### config.mk
export PLATFORM = sky130hd
export DESIGN_NAME = lsu_store_buffer
export DESIGN_NICKNAME = d
export VERILOG_FILES = /design/src/rtl/riscv16_pkg.sv /design/src/rtl/sb_cam_match.sv /design/src/rtl/lsu_store_buffer.sv
export SDC_FILE = /design/constraint.sdc
export NUM_CORES = 1
export LEC_CHECK = 0
export ABC_AREA = 1
export CAP_MARGIN = 0
export CELL_PAD_IN_SITES_DETAIL_PLACEMENT = 1
export CELL_PAD_IN_SITES_GLOBAL_PLACEMENT = 1
export CORE_ASPECT_RATIO = 0.75
export CORE_UTILIZATION = 45
export DETAILED_ROUTE_END_ITERATION = 10
export HOLD_SLACK_MARGIN = 0.1
export PLACE_DENSITY_LB_ADDON = 0.25
export SYNTH_ARGS = -nofsm -noshare
export SYNTH_HDL_FRONTEND = slang
export SYNTH_SLANG_ARGS = --single-unit
### constraint.sdc
create_clock -name clk -period 5.7 [get_ports clk]
set_clock_uncertainty 0.1 [all_clocks]
set_input_delay 1.71 -clock clk [delete_from_list [all_inputs] [get_ports clk]]
set_output_delay 1.71 -clock clk [all_outputs]
set_load 0.1 [all_outputs]
### src/rtl/riscv16_pkg.sv
// Shared definitions for the 16-bit RISC pipeline.
// Default bus widths and the store-buffer entry layout.
package riscv16_pkg;

   localparam int RV16_AW = 16;
   localparam int RV16_DW = 16;

   typedef struct packed {
      logic [RV16_AW-1:0] addr;
      logic [RV16_DW-1:0] data;
   } sb_entry_t;

endpackage

### src/rtl/sb_cam_match.sv
// Age-ordered address compare over the live store-buffer entries.
// Combinational; reports a hit and the index of the youngest matching entry.
module sb_cam_match #(
   parameter int DEPTH = 4,
   parameter int AW    = 16,
   parameter int PW    = $clog2(DEPTH),
   parameter int CW    = PW + 1
) (
   input  logic [AW-1:0] entry_addr [DEPTH],
   input  logic [PW-1:0] head,
   input  logic [CW-1:0] count,
   input  logic [AW-1:0] req_addr,
   output logic          hit,
   output logic [PW-1:0] hit_idx
);

   logic [PW-1:0] idx;

   // Walk oldest to youngest so the last match seen is the youngest.
   always_comb begin
      hit     = 1'b0;
      hit_idx = '0;
      idx     = '0;
      for (int k = 0; k < DEPTH; k++) begin
         idx = head + PW'(k);
         if ((k < int'(count)) && (entry_addr[idx] == req_addr)) begin
            hit     = 1'b1;
            hit_idx = idx;
         end
      end
   end

endmodule

### src/rtl/lsu_store_buffer.sv
// MEM-stage load/store unit: FIFO store buffer with load forwarding, draining into Data_Mem.
// Loads return one cycle after acceptance; a load miss stalls only while the buffer is full.
module lsu_store_buffer
   import riscv16_pkg::*;
#(
   parameter int DEPTH = 4,
   parameter int AW    = RV16_AW,
   parameter int DW    = RV16_DW
) (
   input  logic          clk,
   input  logic          rst,
   input  logic          req_valid,
   input  logic          req_write,
   input  logic [AW-1:0] req_addr,
   input  logic [DW-1:0] req_wdata,
   output logic          req_ready,
   output logic          load_valid,
   output logic [DW-1:0] load_data,
   output logic          sb_empty,
   output logic          memRead,
   output logic          memWrite,
   output logic [AW-1:0] address,
   output logic [DW-1:0] write_data,
   input  logic [DW-1:0] read_data
);

   localparam int PW = $clog2(DEPTH);
   localparam int CW = PW + 1;

   logic [AW-1:0] addr_q [DEPTH];
   logic [DW-1:0] data_q [DEPTH];
   logic [PW-1:0] head_q, head_d, tail_q, tail_d;
   logic [CW-1:0] count_q, count_d;
   logic          load_valid_q, load_valid_d;
   logic [DW-1:0] load_data_q, load_data_d;

   logic          empty, full, is_load, hit, store_acc, load_acc;
   logic          drain_fire, load_miss_go;
   logic [PW-1:0] hit_idx;

   sb_cam_match #(
      .DEPTH (DEPTH),
      .AW    (AW),
      .PW    (PW),
      .CW    (CW)
   ) u_cam (
      .entry_addr (addr_q),
      .head       (head_q),
      .count      (count_q),
      .req_addr   (req_addr),
      .hit        (hit),
      .hit_idx    (hit_idx)
   );

   always_comb begin
      empty        = (count_q == '0);
      full         = (count_q == CW'(DEPTH));
      is_load      = req_valid && !req_write;
      drain_fire   = !empty && (!req_valid || full);
      load_miss_go = is_load && !hit && !full;
      req_ready    = !(is_load && !hit && full);
      store_acc    = req_valid && req_write;
      load_acc     = is_load && req_ready;
   end

   // Data_Mem port: drain and miss are mutually exclusive by construction.
   always_comb begin
      memWrite   = drain_fire && !rst;
      memRead    = load_miss_go && !rst;
      address    = '0;
      write_data = '0;
      if (memWrite) begin
         address    = addr_q[head_q];
         write_data = data_q[head_q];
      end else if (memRead) begin
         address = req_addr;
      end
   end

   always_comb begin
      head_d       = drain_fire ? head_q + 1'b1 : head_q;
      tail_d       = store_acc ? tail_q + 1'b1 : tail_q;
      count_d      = count_q + CW'(store_acc) - CW'(drain_fire);
      load_valid_d = load_acc;
      load_data_d  = load_data_q;
      if (load_acc) begin
         load_data_d = hit ? data_q[hit_idx] : read_data;
      end
   end

   always_ff @(posedge clk or posedge rst) begin
      if (rst) begin
         head_q       <= '0;
         tail_q       <= '0;
         count_q      <= '0;
         load_valid_q <= 1'b0;
         load_data_q  <= '0;
      end else begin
         head_q       <= head_d;
         tail_q       <= tail_d;
         count_q      <= count_d;
         load_valid_q <= load_valid_d;
         load_data_q  <= load_data_d;
      end
   end

   // Entry storage needs no reset: validity is carried by head/count.
   always_ff @(posedge clk) begin
      if (store_acc) begin
         addr_q[tail_q] <= req_addr;
         data_q[tail_q] <= req_wdata;
      end
   end

   assign load_valid = load_valid_q;
   assign load_data  = load_data_q;
   assign sb_empty   = empty;

endmodule

==> metrics.txt <==
slowest stage delay, CP 0.26 ns; largest net degree at the start of global routing 75; I/O Buffers between 100 and 150; Worst-Margin Slew between 1 and 1.5 ns; number of CTS-inserted buffers 17; H-tree level count 4; Buf+Inv Stages, Crit Path 6; dpl cell area roughly 11,000 sq um; fmax ~180 MHz; Clock Tree Buf Depth 2; nets 1,428; #FFs+latches synth about 150; # IOs roughly 110; Place WS -0.1913 ns; hold crit path type flop to flop; Pins Over Slew Limit 0; total gr overflow 0; vias per inst 5.838; family with the most delay on the worst path simple AND/OR/NAND/NOR gates; worst skew pair latency approximately 0.44 ns; vias in the first global route ~10,000; WL final between 30 and 40 mm; crit-path cells dlygate4sd2_1 > inv_2 > nand3_1 > nand2_1 > nor2_1 > nand2_1 > nor2_1 > nand3_2 > nand4_4 > inv_2 > nand2_1 > nor2_1 > nand2_2 > buf_12 > buf_16 > o21ai_4 > buf_12; crit end category output port; Peak VDD IR 277.3 uV; Slew HR 0.2696; startpoint types input pin; die width around 170 um; Cell variety after synth 33; cells after synthesis between 1,000 and 1,500; DR iter-0 viols 767; share of layout cells above drive strength 1 0.1754; Seq/Total Area, Yosys 0.4801; Remaining DRCs 0; drt first pass iters 5; row cnt between 40 and 50; global-route wire length before repair 54.04 mm; Finished Layout Cells 1,638; max_cap viols 0; Ys Warns 0; Root Buffer clkbuf_16; Critical Path AT roughly 3.8 ns; endpoints failing setup 0; ANT cells 0; DR vias between 9,000 and 10,000; chip height approximately 130 um; Post-DP HPWL roughly 23 mm; initial core utilization 0.4580; Overall Global Routing Usage 0.3343; Critical-path top delay cell dlygate4sd2_1; CTS tree built; final hold violation count 0; # fillers between 2,000 and 2,500; placed cell count about 1,600; Max FO, Critical Path 7; Leak around 5.5 nW; WL per Instance roughly 21 um; Routed Antenna Nets 0; CTS Sinks approximately 150; Worst EP required approximately 3.9 ns; post-cts hold buffer count 0; Crit Path Category input pin to output port; Final Cell Area 12,330 sq um; Net Count, Synth between 1,000 and 1,500; Synth Cell Area approximately 9000 sq um; initial antenna violation count 0; final worst path period share 0.9844; CORE AREA approximately 20,000 sq um; final setup margin around 0.089 ns; DIE AREA 21,160 sq um; routability cong. just over 0.9; syn avg cell area ~7.6 sq um; Final Critical Period approximately 5.6 ns; setup total negative slack 0 ns; status complete, no violations; PD cells roughly 530 nW/um^2; Clk pin slew, worst setup/hold paths roughly 0.080 ns; area grow syn2layout 33.22%
[worst register-to-register path: stages, from the launching register on]
cell and delay [ns]:
dfrtp_1 0.49, nand2_2 0.40, nand2_8 0.36, buf_4 0.29, nand2_1 0.11, nand3_1 0.10
nand2_1 0.07, nor2_1 0.17, nand2_1 0.09, nor2_2 0.12, nand3_2 0.12, nand4_4 0.12
inv_2 0.04, buf_4 0.12, nand3_1 0.19, nand2_1 0.69, nor2_1 0.34, nand2_1 0.08
nand2_1 0.05
[state kept, by name, summed over array words and instances, names as in the netlist]
| name | count |
|---|---|
| head_q | 2 |
| data_q | 64 |
| tail_q | 2 |
| addr_q | 64 |
| load_valid | 1 |
| count_q | 3 |
| load_data | 16 |
[logic make-up (layout without fill, tap and decap cells)]
logic type | Yosys count | count (layout) | share of synthesized area
AO/OA/AOI/OAI | 85 | 85 | 0.05825
buffers and inverters | 183 | 351 | 0.08663
adder cells (fa/ha/maj) | 9 | 9 | 0.01298
flip-flops | 152 | 152 | 0.4801
XOR/XNOR | 9 | 9 | 0.008515
AND/OR/NAND/NOR | 774 | 774 | 0.3536
[through the flow]
step	hold WS [ns]	util	total power, W
2_1_floorplan	0.4226	-	0.003951
3_3_place_gp	0.3645	0.5660	0.004941
3_5_place_dp	0.3687	0.5660	0.005075
4_1_cts	0.3890	0.6052	0.006389
5_1_grt	0.4104	0.6102	0.006796
6_report	0.3818	0.6102	0.006517
[placed cells by master (no fill, tap or decap), types with 2 or more instances in the layout]
cell	n
inv_6	3
nand2_4	2
buf_6	8
inv_8	3
clkinv_4	2
o21ai_0	9
a21oi_1	8
nand4_1	6
clkdlybuf4s15_1	2
a221oi_1	16
clkbuf_16	18
nor2_2	22
dfrtp_1	23
o21ai_1	16
buf_12	38
nand3_2	4
nand2_1	455
nor2_1	62
clkdlybuf4s50_1	53
or2_2	2
nand2_2	11
clkbuf_2	3
nand3b_1	16
dlygate4sd2_1	11
o22ai_1	17
nor2_4	5
xor2_1	8
inv_2	18
clkinvlp_4	3
buf_4	74
o22ai_4	15
inv_1	109
nand3_1	184
ha_1	8
edfxtp_1	128
[synth_stat cells, drive strengths merged]
cell type    n  area, sq um
nand2      469         1785
nand3      188        950.9
edfxtp     128         3844
inv        127        476.7
nor2        89        334.1
buf         43        276.5
o22ai       32        200.2
o21ai       26        130.1
dfrtp       24        600.6
a221oi      16        140.1
nand3b      16        120.1
clkbuf      11        41.29
a21oi       10        61.31
xor2         9        78.83
ha           8        100.1
nand4        7        50.05
clkinv       2        7.510
or2          2        12.51
and2         1        6.260
and3         1        6.260
fa           1        20.02
nor3b        1        7.510
o21a         1        7.510
[final cells by class]
type	count	area [sq um]	area share
clock inverter	12	130.1	0.01055
timing repair buffer	190	2096	0.1699
clock buffer	20	467.9	0.03794
tap	258	322.8	0.02617
multi-input combinational	877	4385	0.3556
inverter	129	485.5	0.03936
sequential	152	4446	0.3605
[path summary, 6_finish.rpt]
| path | startpoint | end | slack (ns) | depth (start not counted) |
|---|---|---|---|---|
| max in group asynchronous | rst | head_q[0] | 3.33 | 3 |
| setup reg to reg | head_q[1] | load_data[5] | 1.60 | 18 |
| setup / recovery | req_addr[14] | address[1] | 0.09 | 17 |
| hold reg to reg | load_data[4] | load_data[4] | 0.38 | 2 |
| min in group asynchronous | rst | load_data[15] | 1.86 | 3 |
| hold / removal | load_data[4] | load_data[4] | 0.38 | 2 |
[power breakdown]
part	switching [W]	total, W	internal (W)
Clock	0.000539	0.00119	0.000654
Sequential	0.0000822	0.00144	0.00135
Combinational	0.00277	0.00389	0.00112
[timing repair]
item / 4_1_cts / 5_1_grt
buffers inserted: 8 / 7
gates resized for setup: 53 / 23
gates cloned: 1 / 0
pin swaps: 11 / 10
endpoints found under the setup margin: 17 / 17
[layer usage]
metal / GRT usage / wire length [um] / vias to the layer above
met2: 0.5424 / 16410 / 437
met1: 0.4367 / 14790 / 4729
met5: 0 / 0 / -
met4: 0.1252 / 978 / 0
li1: - / - / 4308
met3: 0.07668 / 2755 / 88
No activity file was read; power rests on OpenSTA's default activity.
